## config.mk

```make
export PLATFORM = sky130hd
export DESIGN_NAME = count_capture_fifo
export DESIGN_NICKNAME = d
export VERILOG_FILES = /design/src/rtl/count_capture_fifo.sv
export SDC_FILE = /design/constraint.sdc
export NUM_CORES = 1
export LEC_CHECK = 0
export BUFFER_PORTS_ARGS = -buffer_cell sky130_fd_sc_hd__buf_2
export CAP_MARGIN = 30
export CORE_MARGIN = 2
export CORE_UTILIZATION = 30
export CTS_CLUSTER_SIZE = 28
export DETAILED_ROUTE_END_ITERATION = 16
export GPL_TIMING_DRIVEN = 1
export PLACE_DENSITY = 0.5
export SLEW_MARGIN = 20
export SYNTH_ARGS = -nofsm -noshare
export SYNTH_HDL_FRONTEND = slang
export SYNTH_SLANG_ARGS = --single-unit
```

## constraint.sdc

```tcl
create_clock -name clk -period 3.8 [get_ports clk]
set_input_delay 0.76 -clock clk [delete_from_list [all_inputs] [get_ports clk]]
set_output_delay 0.76 -clock clk [all_outputs]
set_load 0.02 [all_outputs]
```

## src/rtl/count_capture_fifo.sv

```systemverilog
// count_capture_fifo: snapshots a free-running counter on each rising edge of an
// asynchronous trigger pin into a small first-word-fall-through FIFO, read out
// through a valid/ack handshake. A dropped capture sets a sticky overflow flag.
module count_capture_fifo #(
  parameter int WIDTH       = 8,
  parameter int DEPTH       = 4,
  parameter int SYNC_STAGES = 2
) (
  input  logic                       clk,
  input  logic                       rst_n,
  input  logic [WIDTH-1:0]           count_in,
  input  logic                       trig_in,
  input  logic                       clr,
  input  logic                       rd_ack,
  output logic [WIDTH-1:0]           cap_data,
  output logic                       cap_valid,
  output logic                       overflow,
  output logic [$clog2(DEPTH+1)-1:0] level
);

  localparam int PW = (DEPTH > 1) ? $clog2(DEPTH) : 1;
  localparam int LW = $clog2(DEPTH + 1);
  localparam logic [LW-1:0] FULL_LVL = LW'(DEPTH);

  logic [SYNC_STAGES-1:0] sync_q;
  logic                   s_prev;
  logic                   cap_pulse;
  logic [PW-1:0]          wr_ptr, rd_ptr;
  logic [WIDTH-1:0]       mem [DEPTH];
  logic                   full, pop, wr_en, pop_en;

  // Synchronizer chain for the async trigger, plus the edge-detect history flop.
  // Both survive clr so a trigger level held across a flush is not recaptured.
  always_ff @(posedge clk or negedge rst_n) begin
    if (!rst_n) begin
      sync_q <= '0;
      s_prev <= 1'b0;
    end else begin
      sync_q <= {sync_q[SYNC_STAGES-2:0], trig_in};
      s_prev <= sync_q[SYNC_STAGES-1];
    end
  end

  assign cap_pulse = sync_q[SYNC_STAGES-1] & ~s_prev;

  assign full      = (level == FULL_LVL);
  assign cap_valid = (level != '0);
  assign pop       = rd_ack & cap_valid;
  // A pop frees the slot the same edge, so a full FIFO still accepts the write.
  assign wr_en     = cap_pulse & (~full | pop) & ~clr;
  assign pop_en    = pop & ~clr;

  // Pointer, occupancy and sticky overflow bookkeeping; clr discards the cycle's events.
  always_ff @(posedge clk or negedge rst_n) begin
    if (!rst_n) begin
      wr_ptr   <= '0;
      rd_ptr   <= '0;
      level    <= '0;
      overflow <= 1'b0;
    end else if (clr) begin
      wr_ptr   <= '0;
      rd_ptr   <= '0;
      level    <= '0;
      overflow <= 1'b0;
    end else begin
      if (wr_en)  wr_ptr <= wr_ptr + PW'(1);
      if (pop_en) rd_ptr <= rd_ptr + PW'(1);
      case ({wr_en, pop_en})
        2'b10:   level <= level + LW'(1);
        2'b01:   level <= level - LW'(1);
        default: level <= level;
      endcase
      if (cap_pulse & full & ~pop) overflow <= 1'b1;
    end
  end

  // Storage is not reset; only entries below the read pointer's occupancy are ever shown.
  always_ff @(posedge clk) begin
    if (wr_en) mem[wr_ptr] <= count_in;
  end

  assign cap_data = cap_valid ? mem[rd_ptr] : '0;

endmodule

```

# After elaboration in Yosys (flattened, before gate mapping)

Memory sizes are Yosys's and may differ from the RTL's.
Cells that the tools add are included.

Bits in registers: 11
Memory bits (writable): 32
Word-level logic and storage cells: 42
Output and inout port bits: 13
Latch bits: 0
Bits in read-only memories: 0
Memories kept: 1

Memories:

| name | words | bits a word | read ports | clocked after memory_dff | wr ports | line | source |
|---|---|---|---|---|---|---|---|
| mem  | 4     | 8           | 1          | 0                        | 1        | 29   | `logic [WIDTH-1:0] mem [DEPTH];` |

Div/mod/pow operators: 0
$lt $le $gt $ge: 0
Bitwise operators: 12
Reduce and logical (&&, ||, !) cells: 5
$mul: 0
Equality and inequality tests: 3
Add/subtract/negate cells: 4
Multiplexer cells: 11
Shift-type cells: 0

Operators with widths:

| cell                                             | number |
|---|---|
| two-way mux 2 bit                                | 4 |
| two-way mux 8 bit                                | 1 |
| AND 1 bit                                        | 7 |
| one-hot mux 3 bit (2 select lines)               | 1 |
| nonzero test 2 bit                               | 3 |
| nonzero test 3 bit                               | 2 |
| adder 2 x 1 -> 2 bit, second input constant      | 2 |
| two-way mux 1 bit                                | 4 |
| inverter 1 bit                                   | 4 |
| adder 3 x 1 -> 3 bit, second input constant      | 1 |
| == test 3 bit, second input constant             | 1 |
| two-way mux 3 bit                                | 1 |
| subtractor 3 x 1 -> 3 bit, second input constant | 1 |
| == test 2 x 1 -> 1 bit, second input constant    | 1 |
| == test 2 bit, second input constant             | 1 |
| bitwise OR 1 bit                                 | 1 |

# Depth between registers and ports, before layout

Depth in word-level cells: 8
Mapped depth: 8
Gate-level depth less buffers: 7

# Worst setup path after synthesis

OpenSTA, ideal clock, no wires.

Path type: register to register
Start: reg level[1]
End: reg level[2]
Arrival: 2.111 ns
Setup time: 0.082 ns
Period minus slack after synthesis: 2.193 ns
Cell stages (with the launch flop): 9
Slack: 1.607 ns
Buffers on the path: 1
Cells stage by stage: dfrtp_1 > or3_1 > buf_6 > nand2_4 > nor3_1 > fa_1 > nor4_1 > o21ai_0 > a31oi_1

Cells in the longest elaborated chain, start to end: 8

Ends and longest elaborated chain:

| item                                                    | line | source |
|---|---|---|
| start, declared                                         | 18   | `output logic [$clog2(DEPTH+1)-1:0] level` |
| start signal, assigned                                  | 69   | `2'b10: level <= level + LW'(1);` |
| start signal, assigned                                  | 70   | `2'b01: level <= level - LW'(1);` |
| start signal, assigned                                  | 71   | `default: level <= level;` |
| nonzero test 3 bit *                                    | 47   | `assign cap_valid = (level != '0);` |
| via cap_valid                                           | 16   | `output logic cap_valid,` |
| AND 1 bit *                                             | 48   | `assign pop = rd_ack & cap_valid;` |
| bitwise OR 1 bit                                        | 50   | `assign wr_en = cap_pulse & (~full \| pop) & ~clr;` |
| AND 1 bit (2 in series)                                 | 50   |  |
| == test 2 x 1 -> 1 bit or == test 2 bit (tied branches) | 68   | `case ({wr_en, pop_en})` |
| one-hot mux 3 bit (2 select lines)                      | 68   |  |
| two-way mux 3 bit                                       | 60   | `end else if (clr) begin` |

Mark *: on every way through the listed nets, which the timed path passes. The rest lies on a longest branch.
A chain may end at the register's enable or synchronous reset.

# Final worst setup path

Start: reg rd_ptr[0]
End: out cap_data[5]

Cells in the longest elaborated chain, start to end: 2

Ends and longest elaborated chain:

| item                    | line | source |
|---|---|---|
| start, declared         | 28   | `logic [PW-1:0] wr_ptr, rd_ptr;` |
| start signal, assigned  | 67   | `if (pop_en) rd_ptr <= rd_ptr + PW'(1);` |
| memory read (4 x 8 bit) | --   |  |
| two-way mux 8 bit       | 82   | `assign cap_data = cap_valid ? mem[rd_ptr] : '0;` |
| end, declared           | 15   | `output logic [WIDTH-1:0] cap_data,` |

Every way passes these cells.

==> results.yml <==
synth:
  synth-seq-cells: 43
  synth_common_cells: "edfxtp_1 (32), and2_1 (13), dfrtp_1 (11)"
  ys.flop_type: "edfxtp_1"
  netlist_instances: 115
  ys_top_cells_by_area: "edfxtp_1 (51%), dfrtp_1 (15%), mux4_2 (9.5%)"
  yosysMostFrequentCell: "edfxtp_1"
  ys_types: 35
  ys_warn_count: 0
  syn_area_um2: 1894
  syn_nets: 133
  synth_top_area_frac: 0.5073
  async_flop_share: 0.2558
  synth-seq-area-share: 0.6526
  synth_edf_count: 32
  yosysTopAreaCell: "edfxtp_1"
  avgSynthCellArea_um2: 16.47
layout:
  syn2layout_area_growth_pct: 15.72
  final_util: 0.3638
  nNetsFinal: 160
  drive_gt1_frac: 0.3357
  seq_area_um2: 1236
  multi_input_area_um2: 613.1
  antenna_cells: 0
  fin_area_um2: 2192
  fillCellCount: 587
pwr:
  pwr-share-clk: 0.319
  pwr-share-seq: 0.499
  comb_power_share: 0.182
  p_per_area_nw_per_um2: 504.6
  p_int_uw: 810.9
  power.share.switching: 0.2670
  max-vdd-ir-drop_uv: 236.3
  power_switching_uw: 295.3
  p_leak_nw: 0.8236
sta:
  fin_setup_tns_ns: 0
  holdWs_ns: 0.3254
  setup-violations-final: 0
  finalCritPeriodShare: 0.7090
  fmax_mhz: 371.2
  worst_slew_pin_slew_ns: 0.6381
  fin_crit_ns: 2.694
  setup_slack_ns: 1.106
  max-slew-margin-rel: 0.5746
  rsz0062_at_grt: "no"
  fin_skew_ns: 0.006333
  drv_slew: 0
  hold_violations: 0
detailed_routing:
  vias: 995
  via_per_inst: 4.564
  wl_per_cell_um: 14.41
  postRouteAntennaNets: 0
  wl_mm: 3.142
  dr.pass1.iters: 4
  drc: 0
  drt_iter0_drc: 41
placed_design:
  gp_congestion: 0.6657
  post-place-ws_ns: 1.371
  dpl_cell_area_um2: 2076
  hpwl_mm: 2.235
  port_buffers: 25
worst_setup_path:
  reg2reg_slack_ns: 1.44
  r2r_start: "level[1]$_DFFE_PN0P_"
  endpoint_kind: "primary output"
  crit_type: "reg2out"
  worstSetupStartpointType: "flop"
  cpPeakStageDelay_ns: 0.76
  path_max_fanout: 10
  crit_family: "flip-flops"
  required_ns: 3.04
  worst_path_max_delay_cell: "dfrtp_1"
  r2r_cells: 7
  rr_endpoint: "level[2]$_DFFE_PN0P_"
  worstPathBufferInverterCount: 1
  crit_arrival_ns: 1.93
  path_cells: "mux4_2 -> and2_1 -> buf_2"
outcome:
  outcome: "finished, final reports clean"
cts:
  cts_setup_buffers: 0
  htreeDepth: 2
  root_buffer: "clkbuf_8"
  ctsHoldBuffers: 0
  cts_made_buffers: 5
  cts_tree: "yes"
  clock_latency_ns: 0.29
  cts.repair.resized: 0
  cts.clk_slew.worst_paths_ns: 0.08
  cts_sinks: 43
  ctsLongestPathBuffers: 2
floorplan:
  core_um2: 6026
  start_util: 0.3144
  die_area_um2: 6966
  die_height_um: 83.47
  die_w_um: 83.47
  num_rows: 28
  io_pins: 26
global_routing:
  grt_overflow: 0
  grt_max_degree: 16
  grtUsageTotal: 0.09522
  grt_pass1_vias: 1046
  antenna_found_initial: 0
  grt_pass1_wl_mm: 5.181
flow_run:
  cap_violations: 0
worst_hold_path:
  hold_path_class: "in2async"
-- flip-flops by register name (all words and copies together) (netlist names) --
signal,cells
level,3
overflow,1
rd_ptr,2
s_prev,1
sync_q,2
mem,32
wr_ptr,2
-- worst reg2reg max path, delay by kind of cell (launching register included) --
kind | cells | cell delay [ns]
adders and majority gates | 1 | 0.45
DFF | 1 | 0.49
AOI/OAI and AO/OA | 2 | 0.24
and+or+nand+nor | 4 | 1.13
-- power groups by stage --
stage	combinational, mW	sequential (mW)	clock, mW
finish	0.201	0.553	0.353
global route	0.219	0.558	0.387
CTS	0.206	0.554	0.368
detailed placement	0.205	0.565	0
global placement	0.202	0.564	0
floorplan	0.165	0.551	0
-- cell usage in the layout (no fill, tap or decap), types with 2 or more instances in the layout --
master and instances:
edfxtp_1 32, buf_2 25, and2_1 13, dfrtp_1 11, mux4_2 8, nor2_1 7, clkbuf_8 5, nand2_1 4
ha_1 4, nor3_1 2, inv_1 2, a21oi_1 2, o21ai_0 2, nand3_1 2, nand2b_1 2
-- layout make-up --
cell class | instances | share of cell area
repair buffers | 25 | 0.05708
clock buffers | 5 | 0.03139
clock inverters | 3 | 0.02169
flip-flops and latches | 43 | 0.5639
multi-input cells | 65 | 0.2797
inverters | 2 | 0.003425
well taps | 75 | 0.04281
-- cell families (layout without fill, tap and decap cells) --
logic type | count (synthesis) | after routing | share of synthesized area
XOR/XNOR | 4 | 4 | 0.02643
AND/OR/NAND/NOR | 37 | 37 | 0.1169
multiplexers | 10 | 10 | 0.1083
AO/OA/AOI/OAI | 9 | 9 | 0.03501
flip-flops | 43 | 43 | 0.6526
buffers and inverters | 7 | 35 | 0.02378
adder cells (fa/ha/maj) | 5 | 5 | 0.03699
-- metal layers --
metal	share of wire	vias to the layer above	GRT usage
li1	-	479	-
met1	0.44	497	0.1149
met2	0.52	17	0.1628
met3	0.039	2	0.03561
met4	0.0045	0	0.02199
met5	0	-	0
-- how the worst max path moves through the flow --
stage                          startpoint                    to  slack (ns)  cells past startpoint
global placement    rd_ptr[0]$_DFFE_PN0P_           cap_data[1]        1.36                      3
global route        rd_ptr[0]$_DFFE_PN0P_           cap_data[5]        0.97                      3
finish              rd_ptr[0]$_DFFE_PN0P_           cap_data[5]        1.11                      3
CTS                 rd_ptr[0]$_DFFE_PN0P_           cap_data[1]        1.05                      3
floorplan            level[1]$_DFFE_PN0P_  level[2]$_DFFE_PN0P_        1.61                      8
detailed placement  rd_ptr[0]$_DFFE_PN0P_           cap_data[1]        1.37                      3
-- metrics by stage --
step | std cells | power (mW)
after floorplan | 115 | 0.7161
after global placement | 210 | 0.7653
after detailed placement | 210 | 0.7698
after CTS | 218 | 1.128
after global routing | 218 | 1.165
final | 218 | 1.106
No activity file was read; power rests on OpenSTA's default activity.
